===== src/rtl/clk_div_sched_if.sv =====
`default_nettype none
// ============================================================================
// Module      : clk_div_sched_if
// Description : Control, configuration handshake and divided-clock outputs of
//               clk_div_sched, grouped for connection as a single port.
// Revision    : 1.0 - initial release
// ============================================================================
interface clk_div_sched_if #(
    parameter int CNT_W = 8
);
    logic             i_start;
    logic             i_stop;
    logic             i_cfg_valid;
    logic [CNT_W-1:0] i_cfg_half;
    logic             o_cfg_ready;
    logic             o_cfg_err;
    logic             o_div_clk;
    logic             o_rise_pulse;
    logic             o_fall_pulse;
    logic             o_busy;

    // Divider side
    modport slave (
        input  i_start, i_stop, i_cfg_valid, i_cfg_half,
        output o_cfg_ready, o_cfg_err, o_div_clk, o_rise_pulse, o_fall_pulse, o_busy
    );

    // Controller side
    modport master (
        output i_start, i_stop, i_cfg_valid, i_cfg_half,
        input  o_cfg_ready, o_cfg_err, o_div_clk, o_rise_pulse, o_fall_pulse, o_busy
    );
endinterface
`default_nettype wire


===== src/rtl/clk_div_sched.sv =====
`default_nettype none
// ============================================================================
// Module      : clk_div_sched
// Description : Start/stop controlled clock divider with run-time half-period
//               reconfiguration applied only at the high-to-low boundary.
// Revision    : 1.0 - initial release
// ============================================================================
module clk_div_sched #(
    parameter int CNT_W        = 8,
    parameter int DEFAULT_HALF = 16
) (
    input  wire logic       i_clk,
    input  wire logic       i_rst,
    clk_div_sched_if.slave  bus
);

    localparam logic [1:0]       c_st_idle     = 2'd0;
    localparam logic [1:0]       c_st_run      = 2'd1;
    localparam logic [1:0]       c_st_stopping = 2'd2;
    localparam logic [CNT_W-1:0] c_one         = CNT_W'(1);

    logic [1:0]       r_state;
    logic [CNT_W-1:0] r_cnt;
    logic [CNT_W-1:0] r_half;
    logic             r_pend_valid;
    logic [CNT_W-1:0] r_pend_half;
    logic             r_div_clk;
    logic             r_rise;
    logic             r_fall;
    logic             r_cfg_err;

    logic [1:0]       w_state_nxt;
    logic [CNT_W-1:0] w_cnt_nxt;
    logic [CNT_W-1:0] w_half_nxt;
    logic             w_pend_valid_nxt;
    logic [CNT_W-1:0] w_pend_half_nxt;
    logic             w_div_nxt;
    logic             w_rise_nxt;
    logic             w_fall_nxt;
    logic             w_toggle;
    logic             w_tc;
    logic             w_xfer;
    logic             w_cfg_zero;

    assign w_tc       = (r_cnt == (r_half - c_one));
    assign w_xfer     = bus.i_cfg_valid & ~r_pend_valid;
    assign w_cfg_zero = (bus.i_cfg_half == '0);

    assign bus.o_cfg_ready  = ~r_pend_valid;
    assign bus.o_cfg_err    = r_cfg_err;
    assign bus.o_div_clk    = r_div_clk;
    assign bus.o_rise_pulse = r_rise;
    assign bus.o_fall_pulse = r_fall;
    assign bus.o_busy       = (r_state != c_st_idle);

    always_ff @(posedge i_clk) begin
        if (i_rst) begin
            r_state      <= c_st_idle;
            r_cnt        <= '0;
            r_half       <= CNT_W'(DEFAULT_HALF);
            r_pend_valid <= 1'b0;
            r_pend_half  <= '0;
            r_div_clk    <= 1'b0;
            r_rise       <= 1'b0;
            r_fall       <= 1'b0;
            r_cfg_err    <= 1'b0;
        end else begin
            r_state      <= w_state_nxt;
            r_cnt        <= w_cnt_nxt;
            r_half       <= w_half_nxt;
            r_pend_valid <= w_pend_valid_nxt;
            r_pend_half  <= w_pend_half_nxt;
            r_div_clk    <= w_div_nxt;
            r_rise       <= w_rise_nxt;
            r_fall       <= w_fall_nxt;
            r_cfg_err    <= w_xfer & w_cfg_zero;
        end
    end

    always_comb begin
        w_state_nxt      = r_state;
        w_cnt_nxt        = r_cnt;
        w_div_nxt        = r_div_clk;
        w_rise_nxt       = 1'b0;
        w_fall_nxt       = 1'b0;
        w_half_nxt       = r_half;
        w_pend_valid_nxt = r_pend_valid;
        w_pend_half_nxt  = r_pend_half;
        w_toggle         = 1'b0;

        case (r_state)
            c_st_idle: begin
                w_cnt_nxt = '0;
                w_div_nxt = 1'b0;
                if (bus.i_start && !bus.i_stop) begin
                    w_state_nxt = c_st_run;
                end
            end
            c_st_run: begin
                if (bus.i_stop && !r_div_clk) begin
                    w_state_nxt = c_st_idle;
                    w_cnt_nxt   = '0;
                end else begin
                    w_toggle  = w_tc;
                    w_cnt_nxt = w_tc ? '0 : r_cnt + c_one;
                    // A stop landing on the falling toggle needs no STOPPING leg
                    if (bus.i_stop) begin
                        w_state_nxt = w_tc ? c_st_idle : c_st_stopping;
                    end
                end
            end
            c_st_stopping: begin
                w_toggle  = w_tc;
                w_cnt_nxt = w_tc ? '0 : r_cnt + c_one;
                if (w_tc) begin
                    w_state_nxt = c_st_idle;
                end
            end
            default: begin
                w_state_nxt = c_st_idle;
                w_cnt_nxt   = '0;
                w_div_nxt   = 1'b0;
            end
        endcase

        if (w_toggle) begin
            w_div_nxt  = ~r_div_clk;
            w_rise_nxt = ~r_div_clk;
            w_fall_nxt = r_div_clk;
        end

        // Pending half lands only where no phase is in progress
        if (r_pend_valid && (w_fall_nxt || r_state == c_st_idle || w_state_nxt == c_st_idle)) begin
            w_half_nxt       = r_pend_half;
            w_pend_valid_nxt = 1'b0;
        end

        if (w_xfer && !w_cfg_zero) begin
            if (r_state == c_st_idle) begin
                w_half_nxt = bus.i_cfg_half;
            end else begin
                w_pend_valid_nxt = 1'b1;
                w_pend_half_nxt  = bus.i_cfg_half;
            end
        end
    end

endmodule
`default_nettype wire

===== src/flat_wrapper.sv =====
// flat-port wrapper written by rule: the top's interface ports become plain ports
module clk_div_sched_flat 
#(
    parameter int CNT_W        = 8,
    parameter int DEFAULT_HALF = 16
)
  (i_clk, i_rst, bus_i_start, bus_i_stop, bus_i_cfg_valid, bus_i_cfg_half, bus_o_cfg_ready, bus_o_cfg_err, bus_o_div_clk, bus_o_rise_pulse, bus_o_fall_pulse, bus_o_busy);
  clk_div_sched_if #(.CNT_W(CNT_W)) bus_i ();
  input  wire logic i_clk;
  input  wire logic i_rst;
  input wire logic [$bits(bus_i.i_start)-1:0] bus_i_start;
  input wire logic [$bits(bus_i.i_stop)-1:0] bus_i_stop;
  input wire logic [$bits(bus_i.i_cfg_valid)-1:0] bus_i_cfg_valid;
  input wire logic [$bits(bus_i.i_cfg_half)-1:0] bus_i_cfg_half;
  output wire logic [$bits(bus_i.o_cfg_ready)-1:0] bus_o_cfg_ready;
  output wire logic [$bits(bus_i.o_cfg_err)-1:0] bus_o_cfg_err;
  output wire logic [$bits(bus_i.o_div_clk)-1:0] bus_o_div_clk;
  output wire logic [$bits(bus_i.o_rise_pulse)-1:0] bus_o_rise_pulse;
  output wire logic [$bits(bus_i.o_fall_pulse)-1:0] bus_o_fall_pulse;
  output wire logic [$bits(bus_i.o_busy)-1:0] bus_o_busy;
  assign bus_i.i_start = bus_i_start;
  assign bus_i.i_stop = bus_i_stop;
  assign bus_i.i_cfg_valid = bus_i_cfg_valid;
  assign bus_i.i_cfg_half = bus_i_cfg_half;
  assign bus_o_cfg_ready = bus_i.o_cfg_ready;
  assign bus_o_cfg_err = bus_i.o_cfg_err;
  assign bus_o_div_clk = bus_i.o_div_clk;
  assign bus_o_rise_pulse = bus_i.o_rise_pulse;
  assign bus_o_fall_pulse = bus_i.o_fall_pulse;
  assign bus_o_busy = bus_i.o_busy;
  clk_div_sched #(.CNT_W(CNT_W), .DEFAULT_HALF(DEFAULT_HALF)) u_core (.i_clk(i_clk), .i_rst(i_rst), .bus(bus_i));
endmodule

===== config.mk =====
export PLATFORM = sky130hd
export DESIGN_NAME = clk_div_sched_flat
export DESIGN_NICKNAME = d
export VERILOG_FILES = /design/src/rtl/clk_div_sched_if.sv /design/src/rtl/clk_div_sched.sv /design/src/flat_wrapper.sv
export SDC_FILE = /design/constraint.sdc
export NUM_CORES = 1
export LEC_CHECK = 0
export ABC_AREA = 0
export ABC_CLOCK_PERIOD_IN_PS = 2700
export CORE_MARGIN = 5
export CORE_UTILIZATION = 34
export DETAILED_ROUTE_END_ITERATION = 8
export PLACE_DENSITY = 0.59
export REMOVE_ABC_BUFFERS = 1
export SLEW_MARGIN = 20
export SYNTH_ARGS = -nofsm -noshare
export SYNTH_HDL_FRONTEND = slang
export SYNTH_SLANG_ARGS = --single-unit

===== constraint.sdc =====
create_clock -name i_clk -period 2.7 [get_ports i_clk]
set_input_delay 0.54 -clock i_clk [delete_from_list [all_inputs] [get_ports i_clk]]
set_output_delay 0.54 -clock i_clk [all_outputs]
set_load 0.005 [all_outputs]

[Word level (Yosys, flattened, before mapping)]
Index checks and enable logic that the tools add are counted.
W data, S select, Z words.
Word-level totals
  memory bits (read-only): 0
  RAM bits: 0
  register bits: 31
  bits in latches: 0
  output and inout bits: 6
  memories kept: 0
Operators by class
  equality and inequality tests: 4
  shift-type cells: 0
  divide/modulo/power cells: 0
  order comparisons: 0
  multiply operators: 0
  bitwise gates (word level): 6
  add/sub/neg operators: 2
  multiplexer cells: 20
  reductions and logical operators: 16
Operator list (number)
  $mux W8: 5
  $pmux W8 S2: 1
  $mux W2: 5
  $add A8 B1 Y8 const B: 1
  $eq A8 B8 Y1: 1
  $logic_not A8 Y1: 1
  $sub A8 B1 Y8 const B: 1
  $mux W1: 7
  $pmux W2 S3: 1
  $logic_and A1 B1 Y1: 4
  $logic_not A2 Y1: 2
  $not A1 Y1: 4
  $reduce_or A2 Y1: 2
  $logic_not A1 Y1: 3
  $and A1 B1 Y1: 2
  $eq A2 B1 Y1 const B: 1
  $eq A2 B2 Y1 const B: 1
  $logic_or A1 B1 Y1: 2
  $ne A2 B1 Y1 const B: 1
  $pmux W1 S2: 1
  $reduce_and A2 Y1: 1
  $reduce_bool A2 Y1: 1

[Longest topological paths before layout]
  word-level depth: 12
  gate-level depth with buffers: 11

[Least setup slack after synthesis]
OpenSTA, ideal clock, no wires.
  path type: register to register
  start point: register u_core.r_half[0]
  end point: register u_core.r_half[0]
  stages on the path, launching flop included: 12
  slack: 0.361 ns
  library setup time: 0.126 ns
  clock period less this slack: 2.339 ns
  data arrival time: 2.213 ns
  cell sequence: dfxtp_1 > inv_1 > ha_1 > nor3b_1 > xnor2_1 > o2111ai_4 > nor4_1 > o22a_2 > o221a_1 > buf_6 > mux2i_1 > o21ai_1
Between the ends
  cells in the longest elaborated chain, start to end: 12
RTL lines
  start, declared: line clk_div_sched.sv:24  | logic [CNT_W-1:0] r_half;
  start signal, assigned: line clk_div_sched.sv:60  | r_half <= CNT_W'(DEFAULT_HALF);
  start signal, assigned: line clk_div_sched.sv:70  | r_half <= w_half_nxt;
  $sub A8 B1 Y8: line clk_div_sched.sv:45  | assign w_tc = (r_cnt == (r_half - c_one));
  $eq A8 B8 Y1: line clk_div_sched.sv:45
  $mux W2: line clk_div_sched.sv:108  | w_state_nxt = w_tc ? c_st_idle : c_st_stopping;
  $mux W2: line clk_div_sched.sv:107  | if (bus.i_stop) begin
  $mux W2: line clk_div_sched.sv:100  | if (bus.i_stop && !r_div_clk) begin
  $pmux W2 S3: line clk_div_sched.sv:91  | case (r_state)
  $logic_not A2 Y1: line clk_div_sched.sv:133  | if (r_pend_valid && (w_fall_nxt || r_state == c_st_idle || w_state_nxt == c_st_idle)) begin
  $logic_or A1 B1 Y1: line clk_div_sched.sv:133
  $logic_and A1 B1 Y1: line clk_div_sched.sv:133
  $mux W8 *: line clk_div_sched.sv:133
  $mux W8: line clk_div_sched.sv:139  | if (r_state == c_st_idle) begin
  $mux W8 *: line clk_div_sched.sv:138  | if (w_xfer && !w_cfg_zero) begin
Every way passes the cells marked *; elsewhere a longest branch is shown, timed or not.
A chain may end at the register's enable or synchronous reset.

[Final worst setup path]
  start point: register u_core.r_half[2]
  end point: register u_core.r_half[7]
Between the ends
  cells in the longest elaborated chain, start to end: 12
RTL lines (line)
  $sub A8 B1 Y8 *: clk_div_sched.sv:45
  $eq A8 B8 Y1 *: clk_div_sched.sv:45
  $mux W2: clk_div_sched.sv:108
  $mux W2: clk_div_sched.sv:107
  $mux W2: clk_div_sched.sv:100
  $pmux W2 S3: clk_div_sched.sv:91
  $logic_not A2 Y1: clk_div_sched.sv:133
  $logic_or A1 B1 Y1 *: clk_div_sched.sv:133
  $logic_and A1 B1 Y1 *: clk_div_sched.sv:133
  $mux W8 *: clk_div_sched.sv:133
  $mux W8: clk_div_sched.sv:139
  $mux W8 *: clk_div_sched.sv:138
Marked as above.

==> results_dict.tcl <==
set metrics [dict create \
    status "completed" \
    drt_iter0_drc 33 \
    fill_cells 481 \
    clockPowerShare_pct 36.4 \
    die_height_um 79.1 \
    switching_share_pct 27.9 \
    cts_tree "done" \
    ys_seq_area_share_pct 38.2 \
    maxCapViolations 0 \
    synth_top_area_cell "dfxtp_1" \
    whs_ps 466 \
    cts_sinks 31 \
    max_freq_mhz 400 \
    synthArstFlopShare_pct 0 \
    syn_to_final_growth_pct 23.9 \
    ys_top_cells_by_area "dfxtp_1, mux2i_1, xor2_1" \
    post_dp_cell_area_um2 1880 \
    path_cells "nor4_2 -> a21oi_1 -> o22ai_2 -> o31ai_2 -> a211o_1 -> o221a_1 -> buf_12 -> mux2i_1 -> o21ai_1" \
    critPathKind "reg2reg" \
    worstPathMaxFanout 9 \
    syn_area_um2 1630 \
    leakagePower_nw 0.725 \
    io_buffers 18 \
    start_util_pct 34.6 \
    grt_pass1_wl_um 5910 \
    grt_usage_pct 12.1 \
    finClkSkew_ps 6.90 \
    comb_power_share_pct 14.8 \
    core_um2 4690 \
    io_pins 19 \
    synth_edf_count 0 \
    clkLatencyLatePin_ps 290 \
    power_switching_mw 0.279 \
    crit_required_ps 2870 \
    wl_per_cell_um 12.8 \
    viasPerCell 5.07 \
    synth_warnings 0 \
    worst_slew_pin_slew_ps 852 \
    antennaDiodeCount 0 \
    synthTopCellsByCount "dfxtp_1, nor2_1, mux2i_1" \
    clock_path_buffers 2 \
    hold_path_class "reg2reg" \
    synth-seq-cells 31 \
    cts_buffers 5 \
    final_layout_size_suffix_gt1_share_pct 13.5 \
    start_kind "register" \
    clockRootBuffer "clkbuf_8" \
    arrival_ps 2670 \
    path_clk_slew_ps 70 \
    nNetsFinal 227 \
    slowest_stage "nor4_2" \
    post-synth-top-count-cell "dfxtp_1" \
    dpl.hpwl_um 2550 \
    via_count 1328 \
    fin_crit_ps 2500 \
    final_core_util_pct 42.9 \
    maxSlewHeadroom_pct 43.0 \
    synthCells 182 \
    die_x_um 79.1 \
    dieArea_um2 6260 \
    place_congestion 0.790 \
    antenna_found_initial 0 \
    fin_setup_tns_ps 0 \
    internal-power_mw 0.721 \
    rsz0062_at_grt "false" \
    synth_flop_cell "dfxtp_1" \
    crit_buf_inv 1 \
    drtAntennaViolNets 0 \
    cts_htree_levels 2 \
    grt_pass1_vias 1300 \
    critPathCaptureType "register" \
    power_density_nw_per_um2 497 \
    ir_drop_mv 0.292 \
    drv_slew 0 \
    power_frac_seq_pct 48.8 \
    synth.distinct_cells 41 \
    synth_top_area_share_pct 38.2 \
    fin_area_um2 2010 \
    grt_overflow 0 \
    synth_area_per_cell_um2 8.93 \
    row_count 25 \
    drt_first_pass_iters 4 \
    finalWirelength_um 3370 \
    drc_errors 0 \
    critPathTopFamily "compound AO/OA/AOI/OAI gates" \
    grt_max_degree 12 \
    cts_hold_buf 0 \
    hold_viol 0 \
    critPathMaxStageDelay_ps 430 \
    finalCritPeriodShare_pct 92.6 \
    setup_viol 0 \
    power.total_mw 1.00 \
]
[power by group through the flow]
stage | clock (mW) | sequential (mW) | combinational, mW
2_1_floorplan | 0 | 0.493 | 0.0941
3_3_place_gp | 0 | 0.498 | 0.142
4_1_cts | 0.380 | 0.487 | 0.142
6_report | 0.364 | 0.488 | 0.148
3_5_place_dp | 0 | 0.498 | 0.142
5_1_grt | 0.398 | 0.490 | 0.165
[through the flow]
step | instances | setup slack [ps]
final | 262 | 201
after global routing | 262 | 34.0
after CTS | 261 | 104
after detailed placement | 253 | 119
after global placement | 253 | 164
after floorplan | 179 | 221
[what timing repair did]
| item | in CTS | in global routing |
|---|---|---|
| buffers inserted | 0 | 1 |
| endpoints found under the setup margin | 0 | 8 |
| resized for setup | 0 | 10 |
[layout by cell type (no fill, tap or decap), drive strengths merged, types with 6 or more instances in the layout]
cell / n
and3: 7
clkdlybuf4s50: 18
dfxtp: 31
ha: 7
inv: 8
mux2i: 15
nand2: 11
nand3: 7
nor2: 27
nor4: 6
o21ai: 10
xor2: 12
[layout make-up]
type / instances / area [µm²] / share of cell area, %
inverter: 8 / 30.0 / 1.49
sequential: 31 / 626 / 31.1
clock buffer: 5 / 68.8 / 3.42
timing repair buffer: 21 / 215 / 10.7
tap: 54 / 67.6 / 3.35
clock inverter: 3 / 20.0 / 0.994
multi-input combinational: 140 / 987 / 49.0
[worst register-to-register path, cell delays in order, from the launching register on]
cell     delay [ps]
dfxtp_1         390
nor4_2          430
a21oi_1         130
o22ai_2         320
o31ai_2         110
a211o_1         330
o221a_1         280
buf_12          150
mux2i_1         160
o21ai_1          80
[state kept, by name (all words and copies together), names as in the netlist]
name and flops:
u_core.r_cnt 8, u_core.r_half 8, u_core.r_pend_half 8, u_core.r_state 2, u_core.bus.o_cfg_err 1, u_core.bus.o_div_clk 1
u_core.bus.o_fall_pulse 1, u_core.bus.o_rise_pulse 1, u_core.r_pend_valid 1
[cells by family after synthesis]
group,synth area share [%]
simple gates,22.8
flops,38.2
compound gates,12.8
xor+xnor,8.62
mux,9.24
buf+inv,3.00
fa+ha+maj,5.39
[per-layer routing]
| layer | part of all wire [%] | track usage, % |
|---|---|---|
| met2 | 43 | 17.9 |
| met3 | 4.3 | 4.88 |
| met5 | 0 | 0 |
| met1 | 50 | 15.5 |
| met4 | 1.7 | 5.15 |
[final timing paths]
check	startpoint	endpoint	slack, ps	depth (start not counted)
max reg2reg	u_core.r_half[2]	u_core.r_half[7]	200	9
max	u_core.r_half[2]	u_core.r_half[7]	200	9
min	u_core.r_pend_valid	u_core.bus.o_cfg_err	470	1
min reg2reg	u_core.r_pend_valid	u_core.bus.o_cfg_err	470	1
Power figures use the tool's default switching activity.
